**config.mk**
```make
export PLATFORM = sky130hd
export DESIGN_NAME = md5_round_engine
export DESIGN_NICKNAME = d
export VERILOG_FILES = /design/src/rtl/md5_pkg.sv /design/src/rtl/md5_step.sv /design/src/rtl/md5_round_engine.sv
export SDC_FILE = /design/constraint.sdc
export NUM_CORES = 2
export LEC_CHECK = 0
export CORE_ASPECT_RATIO = 0.5
export CORE_MARGIN = 2
export CORE_UTILIZATION = 56
export DETAILED_ROUTE_END_ITERATION = 12
export PLACE_DENSITY = 0.82
export SYNTH_ARGS = -nofsm -noshare
export SYNTH_HDL_FRONTEND = slang
export SYNTH_SLANG_ARGS = --single-unit
```
**constraint.sdc**
```tcl
create_clock -name clk -period 15 [get_ports clk]
set_clock_uncertainty 0.05 [all_clocks]
set_input_delay 3 -clock clk [delete_from_list [all_inputs] [get_ports clk]]
set_output_delay 3 -clock clk [all_outputs]
set_load 0.01 [all_outputs]
```
**src/rtl/md5_pkg.sv**
```systemverilog
// Shared MD5 definitions: FSM state type, standard IV words and the
// per-step shift-amount and message-index helpers.
package md5_pkg;

  typedef enum logic [1:0] {
    IDLE,
    ROUND,
    FINAL
  } state_t;

  localparam logic [31:0] IV_A = 32'h67452301;
  localparam logic [31:0] IV_B = 32'hefcdab89;
  localparam logic [31:0] IV_C = 32'h98badcfe;
  localparam logic [31:0] IV_D = 32'h10325476;

  function automatic logic [4:0] shift_amt(input logic [5:0] step);
    logic [4:0] s;
    s = '0;
    case ({step[5:4], step[1:0]})
      4'b00_00: s = 5'd7;
      4'b00_01: s = 5'd12;
      4'b00_10: s = 5'd17;
      4'b00_11: s = 5'd22;
      4'b01_00: s = 5'd5;
      4'b01_01: s = 5'd9;
      4'b01_10: s = 5'd14;
      4'b01_11: s = 5'd20;
      4'b10_00: s = 5'd4;
      4'b10_01: s = 5'd11;
      4'b10_10: s = 5'd16;
      4'b10_11: s = 5'd23;
      4'b11_00: s = 5'd6;
      4'b11_01: s = 5'd10;
      4'b11_10: s = 5'd15;
      default:  s = 5'd21;
    endcase
    return s;
  endfunction

  // Only i mod 16 matters for the mod-16 index, so 4-bit arithmetic suffices.
  function automatic logic [3:0] msg_idx(input logic [5:0] step);
    logic [3:0] j;
    logic [3:0] g;
    j = step[3:0];
    g = '0;
    case (step[5:4])
      2'd0:    g = j;
      2'd1:    g = j * 4'd5 + 4'd1;
      2'd2:    g = j * 4'd3 + 4'd5;
      default: g = j * 4'd7;
    endcase
    return g;
  endfunction

endpackage

```
**src/rtl/md5_step.sv**
```systemverilog
// One combinational MD5 step: mixes A..D with M[g] and K for step index i
// and returns the rotated next working registers.
module md5_step
  import md5_pkg::*;
(
  input  logic [31:0] a,
  input  logic [31:0] b,
  input  logic [31:0] c,
  input  logic [31:0] d,
  input  logic [31:0] m,
  input  logic [31:0] k,
  input  logic [5:0]  step,
  output logic [31:0] next_a,
  output logic [31:0] next_b,
  output logic [31:0] next_c,
  output logic [31:0] next_d
);

  logic [31:0] f;
  logic [31:0] sum;
  logic [31:0] rot;
  logic [4:0]  sh;

  always_comb begin
    f = '0;
    case (step[5:4])
      2'd0:    f = (b & c) | (~b & d);
      2'd1:    f = (d & b) | (~d & c);
      2'd2:    f = b ^ c ^ d;
      default: f = c ^ (b | ~d);
    endcase
    sh     = shift_amt(step);
    sum    = a + f + k + m;
    rot    = (sum << sh) | (sum >> (6'd32 - {1'b0, sh}));
    next_a = d;
    next_b = b + rot;
    next_c = b;
    next_d = c;
  end

endmodule

```
**src/rtl/md5_round_engine.sv**
```systemverilog
// Iterative MD5 compression: 64 steps at one per clock, then chaining add.
// Optional MD5_ENGINE_IV_EN adds use_iv to substitute the standard IV for chain_in.
module md5_round_engine
  import md5_pkg::*;
(
  input  logic         clk,
  input  logic         rst_n,
  input  logic         start,
`ifdef MD5_ENGINE_IV_EN
  input  logic         use_iv,
`endif
  input  logic [511:0] msg_block,
  input  logic [127:0] chain_in,
  output logic [5:0]   k_addr,
  input  logic [31:0]  k_data,
  output logic         busy,
  output logic         done,
  output logic [127:0] digest_out
);

  state_t       state;
  logic [511:0] msg;
  logic [127:0] chain;
  logic [127:0] init_chain;
  logic [31:0]  a, b, c, d;
  logic [31:0]  next_a, next_b, next_c, next_d;
  logic [31:0]  m_word;
  logic [8:0]   m_base;
  logic [5:0]   step;

  assign k_addr = step;

`ifdef MD5_ENGINE_IV_EN
  assign init_chain = use_iv ? {IV_D, IV_C, IV_B, IV_A} : chain_in;
`else
  assign init_chain = chain_in;
`endif

  always_comb begin
    m_base = {msg_idx(step), 5'b0};
    m_word = msg[m_base +: 32];
  end

  md5_step u_step (
    .a      (a),
    .b      (b),
    .c      (c),
    .d      (d),
    .m      (m_word),
    .k      (k_data),
    .step   (step),
    .next_a (next_a),
    .next_b (next_b),
    .next_c (next_c),
    .next_d (next_d)
  );

  always_ff @(posedge clk or negedge rst_n) begin
    if (!rst_n) begin
      state      <= IDLE;
      msg        <= '0;
      chain      <= '0;
      a          <= '0;
      b          <= '0;
      c          <= '0;
      d          <= '0;
      step       <= '0;
      busy       <= 1'b0;
      done       <= 1'b0;
      digest_out <= '0;
    end else begin
      done <= 1'b0;
      case (state)
        IDLE: begin
          if (start) begin
            msg          <= msg_block;
            chain        <= init_chain;
            {d, c, b, a} <= init_chain;
            step         <= '0;
            busy         <= 1'b1;
            state        <= ROUND;
          end
        end
        ROUND: begin
          a    <= next_a;
          b    <= next_b;
          c    <= next_c;
          d    <= next_d;
          // 6-bit counter wraps 63 -> 0, leaving k_addr at 0 in FINAL/IDLE
          step <= step + 6'd1;
          if (step == 6'd63) state <= FINAL;
        end
        FINAL: begin
          digest_out <= {chain[127:96] + d, chain[95:64] + c,
                         chain[63:32] + b, chain[31:0] + a};
          done       <= 1'b1;
          busy       <= 1'b0;
          state      <= IDLE;
        end
        default: state <= IDLE;
      endcase
    end
  end

endmodule
```
=== After elaboration in Yosys (flattened, before gate mapping) ===
Memory sizes are Yosys's and may differ from the RTL's.
Index checks and enable logic that the tools add are counted.

* Memories: 1
* Memory bits (read-only): 80
* Word-level logic and storage cells: 76
* Output and inout port bits: 136
* Input port bits: 675
* Register bits after elaboration: 906

* Multipliers: 3
* $add $sub $neg: 12
* Bitwise gates (word level): 13
* Reduce and logical (&&, ||, !) cells: 8
* Muxes and demuxes: 18
* Shift operators: 3
* Eq/ne operators: 7

{| class="wikitable"
|+ Memories
! memory !! depth !! bits a word !! read ports !! clocked after memory_dff !! wr ports !! RTL line !! source
|-
| (no name shown) || 16 || 5 || 1 || 0 || 0 || md5_pkg.sv:19 || <nowiki>case ({step[5:4], step[1:0]})</nowiki>
|}

{| class="wikitable"
|+ Operator list
! kind !! count
|-
| $shiftx 512x10->32 || 1
|-
| $add 32x32->32 || 8
|-
| $pmux 32 s2 || 4
|-
| $and 32x32->32 || 4
|-
| $mux 32 || 4
|-
| $or 32x32->32 || 4
|-
| $pmux 32 s3 || 1
|-
| $xor 32x32->32 || 3
|-
| $not 32->32 || 2
|-
| $shl 32x5->32 || 1
|-
| $shr 32x6->32 || 1
|-
| $pmux 4 s3 || 1
|-
| $pmux 6 s2 || 1
|-
| $mul 4x3->4 const B || 2
|-
| $reduce_and 2->1 || 4
|-
| $add 6x1->6 const B || 1
|-
| $eq 6x6->1 const B || 1
|-
| $mux 6 || 1
|-
| $sub 6x5->6 const A || 1
|-
| $add 4x1->4 const B || 1
|-
| $add 4x3->4 const B || 1
|-
| $eq 2x1->1 const B || 2
|-
| $eq 2x2->1 const B || 2
|-
| $logic_not 2->1 || 2
|-
| 7 further kinds || 11
|}

=== Longest topological paths before layout ===
* Word-level depth: 11
* Depth in mapped cells: 48
* Mapped depth without buffers: 45

=== Hierarchy ===
From an unflattened synthesis, not the netlist that was laid out.

* Cell total of the unflattened synthesis: 5250
* Area, all modules: 55934.9 sq um

{| class="wikitable"
|+ Modules (own cells, without submodules)
! module !! instances !! cells each !! seq. area each (sq um) !! area an instance (sq um)
|-
| md5_round_engine || 1 || 3605 || 22671.7 || 44537.7
|-
| md5_step || 1 || 1645 || 0.0 || 11397.2
|}

=== Worst setup path before layout ===
OpenSTA, ideal clock, no wires.

* Kind: reg-to-reg
* Start: register step[0] (netlist: k_addr[0])
* End: register b[30]
* Data arrival time: 10.838 ns
* Required time: 14.813 ns
* Path buffers: 3
* Slack: 3.975 ns
* Cell stages (with the launch flop): 49
* Setup time: 0.137 ns
* Period minus slack after synthesis: 11.025 ns
* Cell sequence: dfrtp_1 > clkbuf_1 > inv_1 > fa_1 > inv_1 > ha_1 > xnor2_1 > xnor2_1 > a21oi_1 > mux2i_1 > buf_2 > clkbuf_1 > mux2i_1 > nor2_1 > a21oi_1 > fa_1 > fa_1 > inv_1 > (+13 left out) > mux2i_1 > a211oi_1 > a311o_1 > ha_1 > fa_1 > a21o_1 > a21oi_1 > o211ai_1 > a41oi_1 > nor2_1 > o31a_1 > or2_2 > a21oi_1 > o21ai_0 > a221o_1 > a21oi_1 > xor2_1 > a21oi_1

* Cells in the longest elaborated chain, start to end: 9
* Elaborated cells between the ends (all ways): 15
* Those cells by class: 5 x add/sub; 3 x mul; 3 x shift; 2 x mux; 1 x bitwise; 1 x memory

{| class="wikitable"
|+ RTL lines
! what !! RTL line !! source
|-
| from (decl) || md5_round_engine.sv:29 || <nowiki>logic [5:0] step;</nowiki>
|-
| from (signal assigned) || md5_round_engine.sv:90 || <nowiki>step <= step + 6'd1;</nowiki>
|-
| $mul 4x2->4 / $mul 4x3->4 (equally long branches) || md5_pkg.sv:49, md5_pkg.sv:48 ||
|-
| $add 4x3->4 / $add 4x1->4 (equally long branches) || md5_pkg.sv:49, md5_pkg.sv:48 ||
|-
| $pmux 4 s3 || md5_pkg.sv:46 || <nowiki>case (step[5:4])</nowiki>
|-
| $shiftx 512x10->32 || md5_round_engine.sv:41 || <nowiki>m_word = msg[m_base +: 32];</nowiki>
|-
| $add 32x32->32 || md5_step.sv:33 || <nowiki>sum = a + f + k + m;</nowiki>
|-
| $shr 32x6->32 / $shl 32x5->32 (equally long branches) || md5_step.sv:34 || <nowiki>rot = (sum << sh) | (sum >> (6'd32 - {1'b0, sh}));</nowiki>
|-
| $or 32x32->32 * || md5_step.sv:34 ||
|-
| $add 32x32->32 * || md5_step.sv:36 || <nowiki>next_b = b + rot;</nowiki>
|-
| $pmux 32 s2 * || md5_round_engine.sv:73 || <nowiki>case (state)</nowiki>
|-
| to (signal assigned) || md5_round_engine.sv:78 || <nowiki>{d, c, b, a} <= init_chain;</nowiki>
|-
| to (signal assigned) || md5_round_engine.sv:86 || <nowiki>b <= next_b;</nowiki>
|-
| to (decl) || md5_round_engine.sv:25 || <nowiki>logic [31:0] a, b, c, d;</nowiki>
|}

Mark *: on every way between the ends. The rest lies on a longest branch, timed or not.
A chain may end at the register's enable or synchronous reset.

=== Final worst setup path ===
Ends and elaborated chain as after synthesis.

==> results.cfg <==
[placed_design]
placed_area_um2 = 63600
gp_congestion = 0.994
place_ws_ns = 2.12
port_buffers = 810
hpwl_um = 160000

[synth]
seq_area_frac_synth_pct = 41.5
synth_cells = 6429
syn_area_um2 = 54600
async_reset_ff_share_pct = 100
syn_nets = 7372
synth_cell_types = 87
yosys_register_bits = 906
yosysWarnings = 0
synth_edf_count = 0
synth_ff_type = dfrtp_1
syn_avg_cell_area_um2 = 8.49

[global_route]
grt_overflow = 0
grt_pass1_vias = 50400
grt_antenna_before_repair = 25
grt_pass1_wl_um = 312000
grt_util_all_layers_pct = 41.7
grt_max_degree = 244

[timing]
fin_tns_setup_ns = 0
final.setup.worst_slack_ns = 1.68
finalSetupViolCount = 0
max_freq_mhz = 75.1
fin_crit_sh_pct = 88.8
worst_slew_pin_slew_ns = 1.32
hold_violations = 0
finalCriticalPeriod_ns = 13.32
rsz0062_at_grt = no
slew_viol_final = 0
slew_headroom_pct = 11.0
whs_ns = 0.416

[floorplan]
start_util_pct = 56.9
coreArea_um2 = 96000
io_pins = 811
die_y_um = 225
dieArea_um2 = 100000
rows = 80
die_x_um = 446

[setup_path]
cp-start-kind = register
slowest_delay_ns = 0.74
path_buf_inv = 3
crit_fanout = 54
worstPathRequired_ns = 15.50
slowest_stage = a21o_4
cp_data_arrival_time_ns = 13.83
crit_path_frequent_cell = a21oi_1
crit_type = reg -> reg
critical-path-top-delay-family = compound AO/OA/AOI/OAI gates
cp-end-kind = register

[route]
wl_um = 212000
drt-initial-drc-count = 7138
via_per_inst = 6.22
wl_per_cell_um = 25.3
via_count = 52100
postRouteAntennaNets = 0
first_pass_iters = 7
drcViolationCount = 0

[status]
status = finished, final reports clean

[finish]
drive_gt1_share_pct = 5.77
areaGrowthSynthToFinish_pct = 21.8
final_design_area_no_fill_um2 = 66500
final_common_cell = nand2_1
nNetsFinal = 7968
final_cell_mix = nand2_1, dfrtp_1, clkdlybuf4s50_1, o21ai_0, a21oi_1

[hold_path]
hp-class = reg -> reg

[cts]
cts-resized-gates = 0
cts_tree = yes
ctsHoldBuffers = 0
numCtsBuffers = 81
cts_setup_buffers = 0
cts-root-buf = clkbuf_16
clkTransAtPathRegs_ns = 0.07
clock-sinks = 906
cts.htree.levels = 3
cts_buffer_depth = 3
clk_latency_ns = 0.71

[flow_run]
maxCapViolCount = 0
Yosys cell counts, drive strengths merged (27+ instances only):
| library cell | n | area share [%] |
|---|---|---|
| a211oi | 36 | 0.49 |
| and2 | 45 | 0.52 |
| xor2 | 81 | 1.3 |
| mux4 | 129 | 5.3 |
| a21o | 83 | 1.1 |
| fa | 69 | 2.5 |
| a22oi | 99 | 1.4 |
| nand3 | 63 | 0.58 |
| a221o | 37 | 0.68 |
| o21ai | 346 | 3.2 |
| nand2 | 2410 | 17 |
| o21a | 28 | 0.38 |
| o211ai | 27 | 0.37 |
| or3 | 50 | 0.57 |
| buf | 51 | 0.38 |
| ha | 199 | 4.6 |
| nor3b | 34 | 0.47 |
| a21oi | 327 | 3.0 |
| mux2i | 84 | 1.5 |
| nor2 | 229 | 1.6 |
| nor2b | 64 | 0.73 |
| xnor2 | 95 | 1.5 |
| dfrtp | 906 | 42 |
| o221ai | 41 | 0.66 |
| inv | 193 | 1.3 |
| nor3 | 70 | 0.64 |
| clkbuf | 304 | 2.1 |
| mux2 | 48 | 0.99 |
flip-flops by register name, summed over array words and instances (netlist names):
name	count
a	32
c	32
d	32
b	32
k_addr	6
msg	512
digest_out	128
busy	1
done	1
state	2
chain	128
final timing paths:
kind	slack, ns	cells after the start	start	to
worst max-delay path	1.68	40	k_addr[0]$_DFFE_PN0P_	b[30]$_DFFE_PN0P_
worst min-delay path	0.42	2	digest_out[48]$_DFFE_PN0P_	digest_out[48]$_DFFE_PN0P_
worst max register to register	1.68	40	k_addr[0]$_DFFE_PN0P_	b[30]$_DFFE_PN0P_
worst min register to register	0.42	2	digest_out[48]$_DFFE_PN0P_	digest_out[48]$_DFFE_PN0P_
max in group asynchronous	9.59	4	rst_n	chain[48]$_DFFE_PN0P_
min in group asynchronous	2.29	1	rst_n	msg[148]$_DFFE_PN0P_
tightest hold or removal path, delay by kind of cell (launching register included):
kind | cells | cell delay (ns)
flops | 1 | 0.34
simple gates | 2 | 0.10
per-stage QoR:
step	instances	utilization [%]
2_1_floorplan	6429	-
3_3_place_gp	8213	66.3
3_5_place_dp	8213	66.3
4_1_cts	8361	69.2
5_1_grt	8369	69.3
6_report	8375	69.3
cell type report:
| class | count | area (µm²) |
|---|---|---|
| Antenna cell | 14 | 35.0 |
| Timing Repair Buffer | 868 | 8620 |
| Multi-Input combinational cell | 4972 | 30000 |
| Clock buffer | 110 | 2320 |
| Inverter | 196 | 736 |
| Fill cell | 7345 | 29500 |
| Tap cell | 1271 | 1590 |
| Sequential cell | 906 | 22700 |
| Clock inverter | 38 | 558 |
cell families after synthesis:
kind of cell	after synthesis	synth area share [%]
XOR/XNOR	178	2.92
adder cells (fa/ha/maj)	268	7.09
buffers and inverters	551	3.81
AO/OA/AOI/OAI	1195	13.9
AND/OR/NAND/NOR	3070	22.9
multiplexers	261	7.86
flip-flops	906	41.5
metal layers:
metal | global-route usage (%) | vias up | part of all wire (%)
met2 | 63.1 | 2961 | 45
met3 | 8.78 | 623 | 9.9
met1 | 55.8 | 25600 | 39
li1 | - | 23000 | -
met5 | 0 | - | 0.049
met4 | 24.9 | 14 | 6.5
Power is not shown: default switching activity piles up to over one toggle a cycle in this logic, so the estimate is an artifact.
